## src/rtl/updn_count_monitor_pkg.sv

```systemverilog
// -----------------------------------------------------------------------------
// updn_count_monitor_pkg
// Shared definitions for the up/down counter bus monitor:
//   - default bus / wrap-counter widths
//   - step-direction encodings driven on DIR
//   - tracking FSM state encodings
//   - small helper to test whether a classified step is legal
// -----------------------------------------------------------------------------
package updn_count_monitor_pkg;

  localparam int DEF_WIDTH = 4;
  localparam int DEF_WRAPW = 8;

  typedef enum logic [1:0] {
    DIR_HOLD = 2'b00,
    DIR_UP   = 2'b01,
    DIR_DN   = 2'b10,
    DIR_BAD  = 2'b11
  } dir_e;

  typedef enum logic [1:0] {
    ST_INIT  = 2'd0,
    ST_TRACK = 2'd1,
    ST_FAULT = 2'd2
  } state_e;

  // Hold, up and down are legal; only the illegal code is not.
  function automatic logic step_is_legal(input dir_e step);
    return (step != DIR_BAD);
  endfunction

endpackage

```

## src/rtl/updn_step_class.sv

```systemverilog
// -----------------------------------------------------------------------------
// updn_step_class
// Combinational classifier comparing the previous sample with the new one,
// modulo 2**WIDTH.
// Ports:
//   prev_i     in  WIDTH  previous enabled sample
//   q_i        in  WIDTH  current sample
//   step_o     out 2      DIR_HOLD / DIR_UP / DIR_DN / DIR_BAD
//   wrap_up_o  out 1      step is max -> 0 (implies DIR_UP)
//   wrap_dn_o  out 1      step is 0 -> max (implies DIR_DN)
// -----------------------------------------------------------------------------
module updn_step_class
  import updn_count_monitor_pkg::*;
#(
  parameter int WIDTH = DEF_WIDTH
) (
  input  logic [WIDTH-1:0] prev_i,
  input  logic [WIDTH-1:0] q_i,
  output dir_e             step_o,
  output logic             wrap_up_o,
  output logic             wrap_dn_o
);

  // Neighbour codes of prev_i; WIDTH-bit arithmetic gives the modulo wrap.
  logic [WIDTH-1:0] next_up_s;
  logic [WIDTH-1:0] next_dn_s;

  assign next_up_s = prev_i + WIDTH'(1);
  assign next_dn_s = prev_i - WIDTH'(1);

  // Classify the step and flag the two wrap-around transitions.
  always_comb begin
    step_o    = DIR_BAD;
    wrap_up_o = 1'b0;
    wrap_dn_o = 1'b0;
    if (q_i == prev_i) begin
      step_o = DIR_HOLD;
    end else if (q_i == next_up_s) begin
      step_o    = DIR_UP;
      wrap_up_o = (q_i == {WIDTH{1'b0}});
    end else if (q_i == next_dn_s) begin
      step_o    = DIR_DN;
      wrap_dn_o = (q_i == {WIDTH{1'b1}});
    end else begin
      step_o = DIR_BAD;
    end
  end

endmodule

```

## src/rtl/updn_count_monitor.sv

```systemverilog
// -----------------------------------------------------------------------------
// updn_count_monitor
// Receiving-end monitor for an up/down counter bus. Recovers the step
// direction from consecutive enabled samples, reports wrap-around events,
// keeps a net wrap count and flags illegal jumps, relocking after two
// consecutive legal steps.
// Ports:
//   CLK      in  1      rising-edge clock
//   RESETN   in  1      synchronous active-low reset
//   EN       in  1      sample enable
//   CLR      in  1      synchronous clear of ERR and WRAPS
//   Q_IN     in  WIDTH  observed count value
//   DIR      out 2      last step: 00 hold, 01 up, 10 down, 11 illegal
//   WRAP_UP  out 1      one-cycle pulse on max -> 0 up step
//   WRAP_DN  out 1      one-cycle pulse on 0 -> max down step
//   WRAPS    out WRAPW  net wrap count, modulo 2**WRAPW
//   LOCKED   out 1      high while tracking legal steps
//   ERR      out 1      sticky illegal-step flag
// All outputs are registered.
// -----------------------------------------------------------------------------
module updn_count_monitor
  import updn_count_monitor_pkg::*;
#(
  parameter int WIDTH = DEF_WIDTH,
  parameter int WRAPW = DEF_WRAPW
) (
  input  logic             CLK,
  input  logic             RESETN,
  input  logic             EN,
  input  logic             CLR,
  input  logic [WIDTH-1:0] Q_IN,
  output logic [1:0]       DIR,
  output logic             WRAP_UP,
  output logic             WRAP_DN,
  output logic [WRAPW-1:0] WRAPS,
  output logic             LOCKED,
  output logic             ERR
);

  state_e           state_q,   state_d;
  logic [WIDTH-1:0] prev_q,    prev_d;
  logic [1:0]       good_q,    good_d;
  dir_e             dir_q,     dir_d;
  logic             wrap_up_q, wrap_up_d;
  logic             wrap_dn_q, wrap_dn_d;
  logic [WRAPW-1:0] wraps_q,   wraps_d;
  logic             locked_q,  locked_d;
  logic             err_q,     err_d;

  dir_e             step_s;
  logic             step_wrap_up_s;
  logic             step_wrap_dn_s;
  logic             bad_s;
  logic [WRAPW-1:0] wraps_nxt_s;

  updn_step_class #(
    .WIDTH (WIDTH)
  ) u_step_class (
    .prev_i    (prev_q),
    .q_i       (Q_IN),
    .step_o    (step_s),
    .wrap_up_o (step_wrap_up_s),
    .wrap_dn_o (step_wrap_dn_s)
  );

  // Next-state, tracking and output decode for one enabled sample.
  always_comb begin
    state_d     = state_q;
    prev_d      = prev_q;
    good_d      = good_q;
    dir_d       = DIR_HOLD;
    wrap_up_d   = 1'b0;
    wrap_dn_d   = 1'b0;
    locked_d    = locked_q;
    bad_s       = 1'b0;
    wraps_nxt_s = wraps_q;

    if (EN) begin
      prev_d = Q_IN;
      case (state_q)
        ST_INIT: begin
          // First sample has nothing to compare against.
          dir_d    = DIR_HOLD;
          state_d  = ST_TRACK;
          locked_d = 1'b1;
          good_d   = 2'd0;
        end
        ST_TRACK: begin
          dir_d = step_s;
          if (!step_is_legal(step_s)) begin
            bad_s    = 1'b1;
            locked_d = 1'b0;
            good_d   = 2'd0;
            state_d  = ST_FAULT;
          end else if (step_wrap_up_s) begin
            wrap_up_d   = 1'b1;
            wraps_nxt_s = wraps_q + WRAPW'(1);
          end else if (step_wrap_dn_s) begin
            wrap_dn_d   = 1'b1;
            wraps_nxt_s = wraps_q - WRAPW'(1);
          end else begin
            wraps_nxt_s = wraps_q;
          end
        end
        ST_FAULT: begin
          // Relocking: wraps are ignored, only run length of legal steps matters.
          dir_d = step_s;
          if (!step_is_legal(step_s)) begin
            bad_s  = 1'b1;
            good_d = 2'd0;
          end else if (good_q == 2'd1) begin
            good_d   = 2'd0;
            locked_d = 1'b1;
            state_d  = ST_TRACK;
          end else begin
            good_d = good_q + 2'd1;
          end
        end
        default: begin
          state_d  = ST_INIT;
          locked_d = 1'b0;
          good_d   = 2'd0;
        end
      endcase
    end else begin
      dir_d = DIR_HOLD;
    end

    // Clear discards any wrap this cycle; a fault detected now still sets ERR.
    if (CLR) begin
      wraps_d = {WRAPW{1'b0}};
      err_d   = bad_s;
    end else begin
      wraps_d = wraps_nxt_s;
      err_d   = err_q | bad_s;
    end
  end

  // State and output registers with synchronous active-low reset.
  always_ff @(posedge CLK) begin
    if (!RESETN) begin
      state_q   <= ST_INIT;
      prev_q    <= {WIDTH{1'b0}};
      good_q    <= 2'd0;
      dir_q     <= DIR_HOLD;
      wrap_up_q <= 1'b0;
      wrap_dn_q <= 1'b0;
      wraps_q   <= {WRAPW{1'b0}};
      locked_q  <= 1'b0;
      err_q     <= 1'b0;
    end else begin
      state_q   <= state_d;
      prev_q    <= prev_d;
      good_q    <= good_d;
      dir_q     <= dir_d;
      wrap_up_q <= wrap_up_d;
      wrap_dn_q <= wrap_dn_d;
      wraps_q   <= wraps_d;
      locked_q  <= locked_d;
      err_q     <= err_d;
    end
  end

  assign DIR     = dir_q;
  assign WRAP_UP = wrap_up_q;
  assign WRAP_DN = wrap_dn_q;
  assign WRAPS   = wraps_q;
  assign LOCKED  = locked_q;
  assign ERR     = err_q;

endmodule

```

## config.mk

```make
export PLATFORM = sky130hd
export DESIGN_NAME = updn_count_monitor
export DESIGN_NICKNAME = d
export VERILOG_FILES = /design/src/rtl/updn_count_monitor_pkg.sv /design/src/rtl/updn_step_class.sv /design/src/rtl/updn_count_monitor.sv
export SDC_FILE = /design/constraint.sdc
export NUM_CORES = 1
export LEC_CHECK = 0
export ABC_AREA = 1
export CORE_MARGIN = 8
export CORE_UTILIZATION = 50
export DETAILED_ROUTE_END_ITERATION = 16
export HOLD_SLACK_MARGIN = 0.08
export PLACE_DENSITY = 0.77
export RECOVER_POWER = 25
export SLEW_MARGIN = 30
export SYNTH_ARGS = -nofsm -noshare
export SYNTH_HDL_FRONTEND = slang
export SYNTH_SLANG_ARGS = --single-unit
```

## constraint.sdc

```tcl
create_clock -name CLK -period 6.17 [get_ports CLK]
set_clock_uncertainty 0.15 [all_clocks]
set_input_delay 1.234 -clock CLK [delete_from_list [all_inputs] [get_ports CLK]]
set_output_delay 1.234 -clock CLK [all_outputs]
set_load 0.005 [all_outputs]
```

After elaboration in Yosys (flattened, before gate mapping)
Cells that the tools add are included.

Bitwise logic cells: 5. Reduce and logical (&&, ||, !) cells: 11. Eq/ne operators: 11. Mux-type cells: 28. Add/sub/neg operators: 5.

Operators by type and width (number): 2-bit two-way mux (8); 8-bit two-way mux (2); 1-bit two-way mux (15); 4-bit equality test (3); 4-bit AND reduction (3); 8-bit by 1-bit adder with 8-bit output, second input constant (1); 2-bit != test, second input constant (4); 8-bit by 1-bit subtractor with 8-bit output, second input constant (1); 2-bit one-hot mux with 3 select lines (1); 5-bit OR reduction (1); 4-bit by 1-bit adder with 4-bit output, second input constant (1); 2-bit by 1-bit equality test with 1-bit output, second input constant (2); 4-bit equality test, second input constant (1); 4-bit zero test (1); 1-bit NOT (4); 2-bit one-hot mux with 2 select lines (1); 2-bit OR reduction (2); 4-bit by 1-bit subtractor with 4-bit output, second input constant (1); 1-bit one-hot mux with 3 select lines (1); 3-bit AND reduction (1); 2-bit by 1-bit adder with 2-bit output, second input constant (1); 2-bit equality test, second input constant (1); 2-bit zero test (1); 2-bit AND reduction (1); 2 further kinds (2).

Output and inout port bits: 14. Register bits: 22. Input port bits: 8.

Longest topological paths before layout
Word-level depth: 11. Mapped depth: 20. Depth with buffers taken out: 20.

By module
Synthesis repeated with hierarchy kept, for this count alone.

Cells, all modules: 217. Area, all modules: 1418.9 um2.

Modules (own cells, without submodules): updn_count_monitor (area each 1122.3 um2, cells each 154, times used 1); updn_step_class (area each 296.5 um2, cells each 63, times used 1).

Least setup slack after synthesis
OpenSTA, ideal clock, no wires.

Path type: input-to-reg. From: in Q_IN[3]. To: reg wraps_q[6], in the netlist WRAPS[6]. Slack: 2855 ps. Stages: 17. Library setup time: 112 ps. Arrival: 3052 ps. Data required time: 5908 ps. Cells stage by stage: inv_2 nand2_1 nand2_1 nand2_1 nand2_1 nand2_1 nor2_1 nand3_1 ha_1 inv_1 o21ai_0 nand2_1 nand3_1 xnor2_1 nand4_1 nand2_1 nor2_2.

Cells in the longest elaborated chain, start to end: 6. Elaborated cells between the ends (all ways): 17. Classes of those cells: 5 x eq/ne; 9 x mux; 3 x reduce/logical.

RTL lines: from (decl) (RTL line updn_count_monitor.sv:31) `input logic [WIDTH-1:0] Q_IN,`; 4-bit equality test, on equally long branches (RTL line updn_step_class.sv:41, updn_step_class.sv:43); 1-bit two-way mux (RTL line updn_step_class.sv:41) `end else if (q_i == next_dn_s) begin`; 2-bit two-way mux or 1-bit two-way mux (tied branches) (RTL line updn_step_class.sv:38) `end else if (q_i == next_up_s) begin`; 2-bit two-way mux or 1-bit two-way mux (tied branches) (RTL line updn_step_class.sv:36) `if (q_i == prev_i) begin`; 2-bit != test or 2-bit nonzero test (tied branches); 4-bit AND reduction (no source line); to (signal assigned) (RTL line updn_count_monitor.sv:148) `wraps_q <= {WRAPW{1'b0}};`; to (signal assigned) (RTL line updn_count_monitor.sv:158) `wraps_q <= wraps_d;`; to (decl) (RTL line updn_count_monitor.sv:46) `logic [WRAPW-1:0] wraps_q, wraps_d;`.

Several ways; a longest one is shown, not always the timed one. A chain may end at the register's enable or synchronous reset.

Worst setup path after layout
From: in Q_IN[3]. To: reg wraps_q[5], in the netlist WRAPS[5].

Same word-level chain as after synthesis.

==> flow_metrics.tcl <==
set metrics [dict create \
    synth_common_cells "nand2_1 (62), inv_1 (28), nor2_1 (22), dfxtp_1 (21), nand3_1 (16)" \
    synth_cells 230 \
    seq_area_um2 420 \
    drtPass1Iterations 4 \
    cts_hold_buffers 0 \
    grt_overflow 0 \
    grt_pass1_vias 1349 \
    crit_path_start_kind "primary input" \
    p_int_mw 0.195 \
    post-route-period-util_pct 63.3 \
    synth_most_common_cell "nand2_1" \
    numPortBuffers 21 \
    setup_viol 0 \
    placed_area_mm2 0.00178 \
    nets 274 \
    wirelength_mm 3.32 \
    min-delay-start "good_q[1]" \
    synth_largest_area_cell "dfxtp_1" \
    r2r_end "WRAPS[5]" \
    die_area_mm2 0.00512 \
    fp.dieH_um 71.5 \
    synth-seq-cells 21 \
    synth-compound-area-share_pct 8.04 \
    cp_max_fo 8 \
    dr_wl_met3_um 208 \
    m1WireLength_mm 1.53 \
    yosys-top-cells-area "dfxtp_1 (27%), nand2_1 (15%), ha_1 (8.9%)" \
    cts_max_level 1 \
    min_to "good_q[1]" \
    place.gp.congestion 0.889 \
    top_layer_used "met4" \
    synth_top_area_share_pct 27.3 \
    leakage_nw 0.880 \
    via_per_inst 5.14 \
    worstSetupEndpointType "flop" \
    synth_top_family_by_area "simple AND/OR/NAND/NOR gates" \
    cp_num_buf_inv 2 \
    cpMaxStageDelayCell "ha_1" \
    synth-adder-area-share_pct 10.2 \
    post_cts_buffers 0 \
    synth-xor-area-share_pct 3.41 \
    grt_antenna_before_repair 0 \
    grt_start_max_net_pins 18 \
    async_reset_ff_share_pct 0 \
    drv_slew 0 \
    coreArea_mm2 0.00300 \
    drcViolationCount 0 \
    synth_nets 250 \
    io_pins 22 \
    r2r_cells 18 \
    synth-seq-area-share_pct 27.3 \
    routedWlPerCell_um 11.6 \
    critPathMaxStageDelay_ns 0.50 \
    grt_pass1_wl_mm 5.78 \
    clkSinkCount 21 \
    p_seq_share_pct 49.8 \
    multi_input_area_um2 988 \
    min_path_cells 2 \
    root_buffer "clkbuf_4" \
    path_cells "clkdlybuf4s50_1, inv_2, nand2_1, nand2_1, nand2_1, nand2_1, nand2_1, nor2_1, nand3_1, ha_1, nand3_1, nand3_1, nand2_1, nor2_1, nor2_1, xnor2_1, nand2_1, a21oi_1" \
    clk_path_buf_depth 2 \
    cp.required_ns 6.28 \
    grt_use_total_pct 13.6 \
    dp_hpwl_mm 2.68 \
    critical_path.top_delay_family "simple AND/OR/NAND/NOR gates" \
    clk_pin_slew_ns 0.13 \
    cap_viol_max_count 0 \
    wl_met2_mm 1.54 \
    muxShareOfSynthArea_pct 0 \
    rsz0062_at_grt "no" \
    first_iter_violations 92 \
    comb_power_share_pct 25.8 \
    regToRegStartpoint "prev_q[0]" \
    hold_viol_final 0 \
    yosys_warnings 0 \
    setup_tns_ns 0 \
    diodes 0 \
    fin_crit_ns 3.91 \
    cts_tree "done" \
    max_freq_ghz 0.256 \
    die_w_um 71.5 \
    fp-row-count 20 \
    p_per_area_mw_per_mm2 162 \
    slew_headroom_pct 50.0 \
    dp_slack_ns 1.94 \
    min_path_type "reg -> reg" \
    area_growth_syn_to_layout_pct 17.7 \
    ant_nets 0 \
    synth_area_per_cell_um2 6.70 \
    cpMostUsedCell "nand2_1" \
    clk_latency_ns 0.31 \
    synth_cell_type_count 24 \
    power_switching_share_pct 33.7 \
    worst-setup-path-type "in -> reg" \
    fillCellCount 290 \
    clkPwrFrac_pct 24.4 \
    status "finished clean" \
    layout_setup_ws_ns 2.26 \
    synth_edf_count 0 \
    arrival_ns 4.02 \
    power.switching_mw 0.0991 \
    cts_resized 0 \
    ir_worst_vdd_uv 137 \
    vias 1471 \
    synthSimpleGateAreaFrac_pct 42.5 \
    r2r_setup_slack_ns 2.96 \
    drive_gt1_share_pct 12.3 \
    numCtsBuffers 3 \
    final_area_mm2 0.00181 \
    tightest_slew_ns 0.747 \
    synthFlopType "dfxtp_1" \
    syn_area_mm2 0.00154 \
    start_util_pct 51.3 \
]
per-stage QoR:
stage / cells / utilization, % / power, mW / hold WS, ns
3_3_place_gp: 282 / 59.4 / 0.225 / 0.291
6_report: 286 / 60.4 / 0.295 / 0.307
2_1_floorplan: 230 / - / 0.204 / 0.269
5_1_grt: 286 / 60.4 / 0.312 / 0.358
4_1_cts: 286 / 60.4 / 0.298 / 0.309
3_5_place_dp: 282 / 59.4 / 0.226 / 0.287
area by class of cell:
class                   instances  area share [%]
repair buffers                 21            11.6
clock buffers                   3            1.24
flip-flops and latches         21            23.2
multi-input cells             174            54.5
well taps                      33            2.28
inverters                      33            6.83
clock inverters                 1           0.414
power by group through the flow:
stage	logic [mW]	registers [mW]	clock network (mW)
CTS	0.0770	0.147	0.0743
global route	0.0860	0.147	0.0788
global placement	0.0757	0.150	0
detailed placement	0.0764	0.150	0
finish	0.0760	0.147	0.0719
floorplan	0.0546	0.149	0
sequential cells by signal (all words and copies together) (netlist names):
name     flops
state_q      1
prev_q       4
good_q       2
ERR          1
WRAP_UP      1
LOCKED       1
WRAP_DN      1
DIR          2
WRAPS        8
logic make-up after synthesis:
| group | Yosys count |
|---|---|
| and+or+nand+nor | 132 |
| buffers and inverters | 35 |
| AOI/OAI and AO/OA | 24 |
| DFF | 21 |
| adders and majority gates | 12 |
| xor gates and xnor gates | 6 |
per-layer routing:
layer | GRT usage (%) | vias to the layer above
li1 | - | 782
met1 | 17.0 | 651
met2 | 22.7 | 34
met3 | 3.49 | 4
met4 | 3.40 | 0
met5 | 0 | -
worst max-delay path by stage:
stage	cells after the start	from	endpoint
final	18	Q_IN[3]	WRAPS[5]
after global routing	18	Q_IN[3]	WRAPS[6]
after CTS	18	Q_IN[3]	WRAPS[6]
after detailed placement	18	Q_IN[3]	WRAPS[6]
after global placement	18	Q_IN[3]	WRAPS[6]
after floorplan	17	Q_IN[3]	WRAPS[6]
worst min-delay path, delay by kind of cell (launching register included):
kind | cells | cell delay [ns]
simple gates | 1 | 0.03
flops | 1 | 0.35
buf+inv | 1 | 0.05
cell usage in the layout (no fill, tap or decap), types with 7 or more instances in the layout:
master           Yosys  final
a21oi_1             13     13
clkdlybuf4s50_1      0     17
dfxtp_1             21     21
ha_1                11     11
inv_1               28     28
nand2_1             62     62
nand3_1             16     16
nand4_1              7      7
nor2_1              22     22
o21ai_0              9      9
Power figures use the tool's default switching activity.
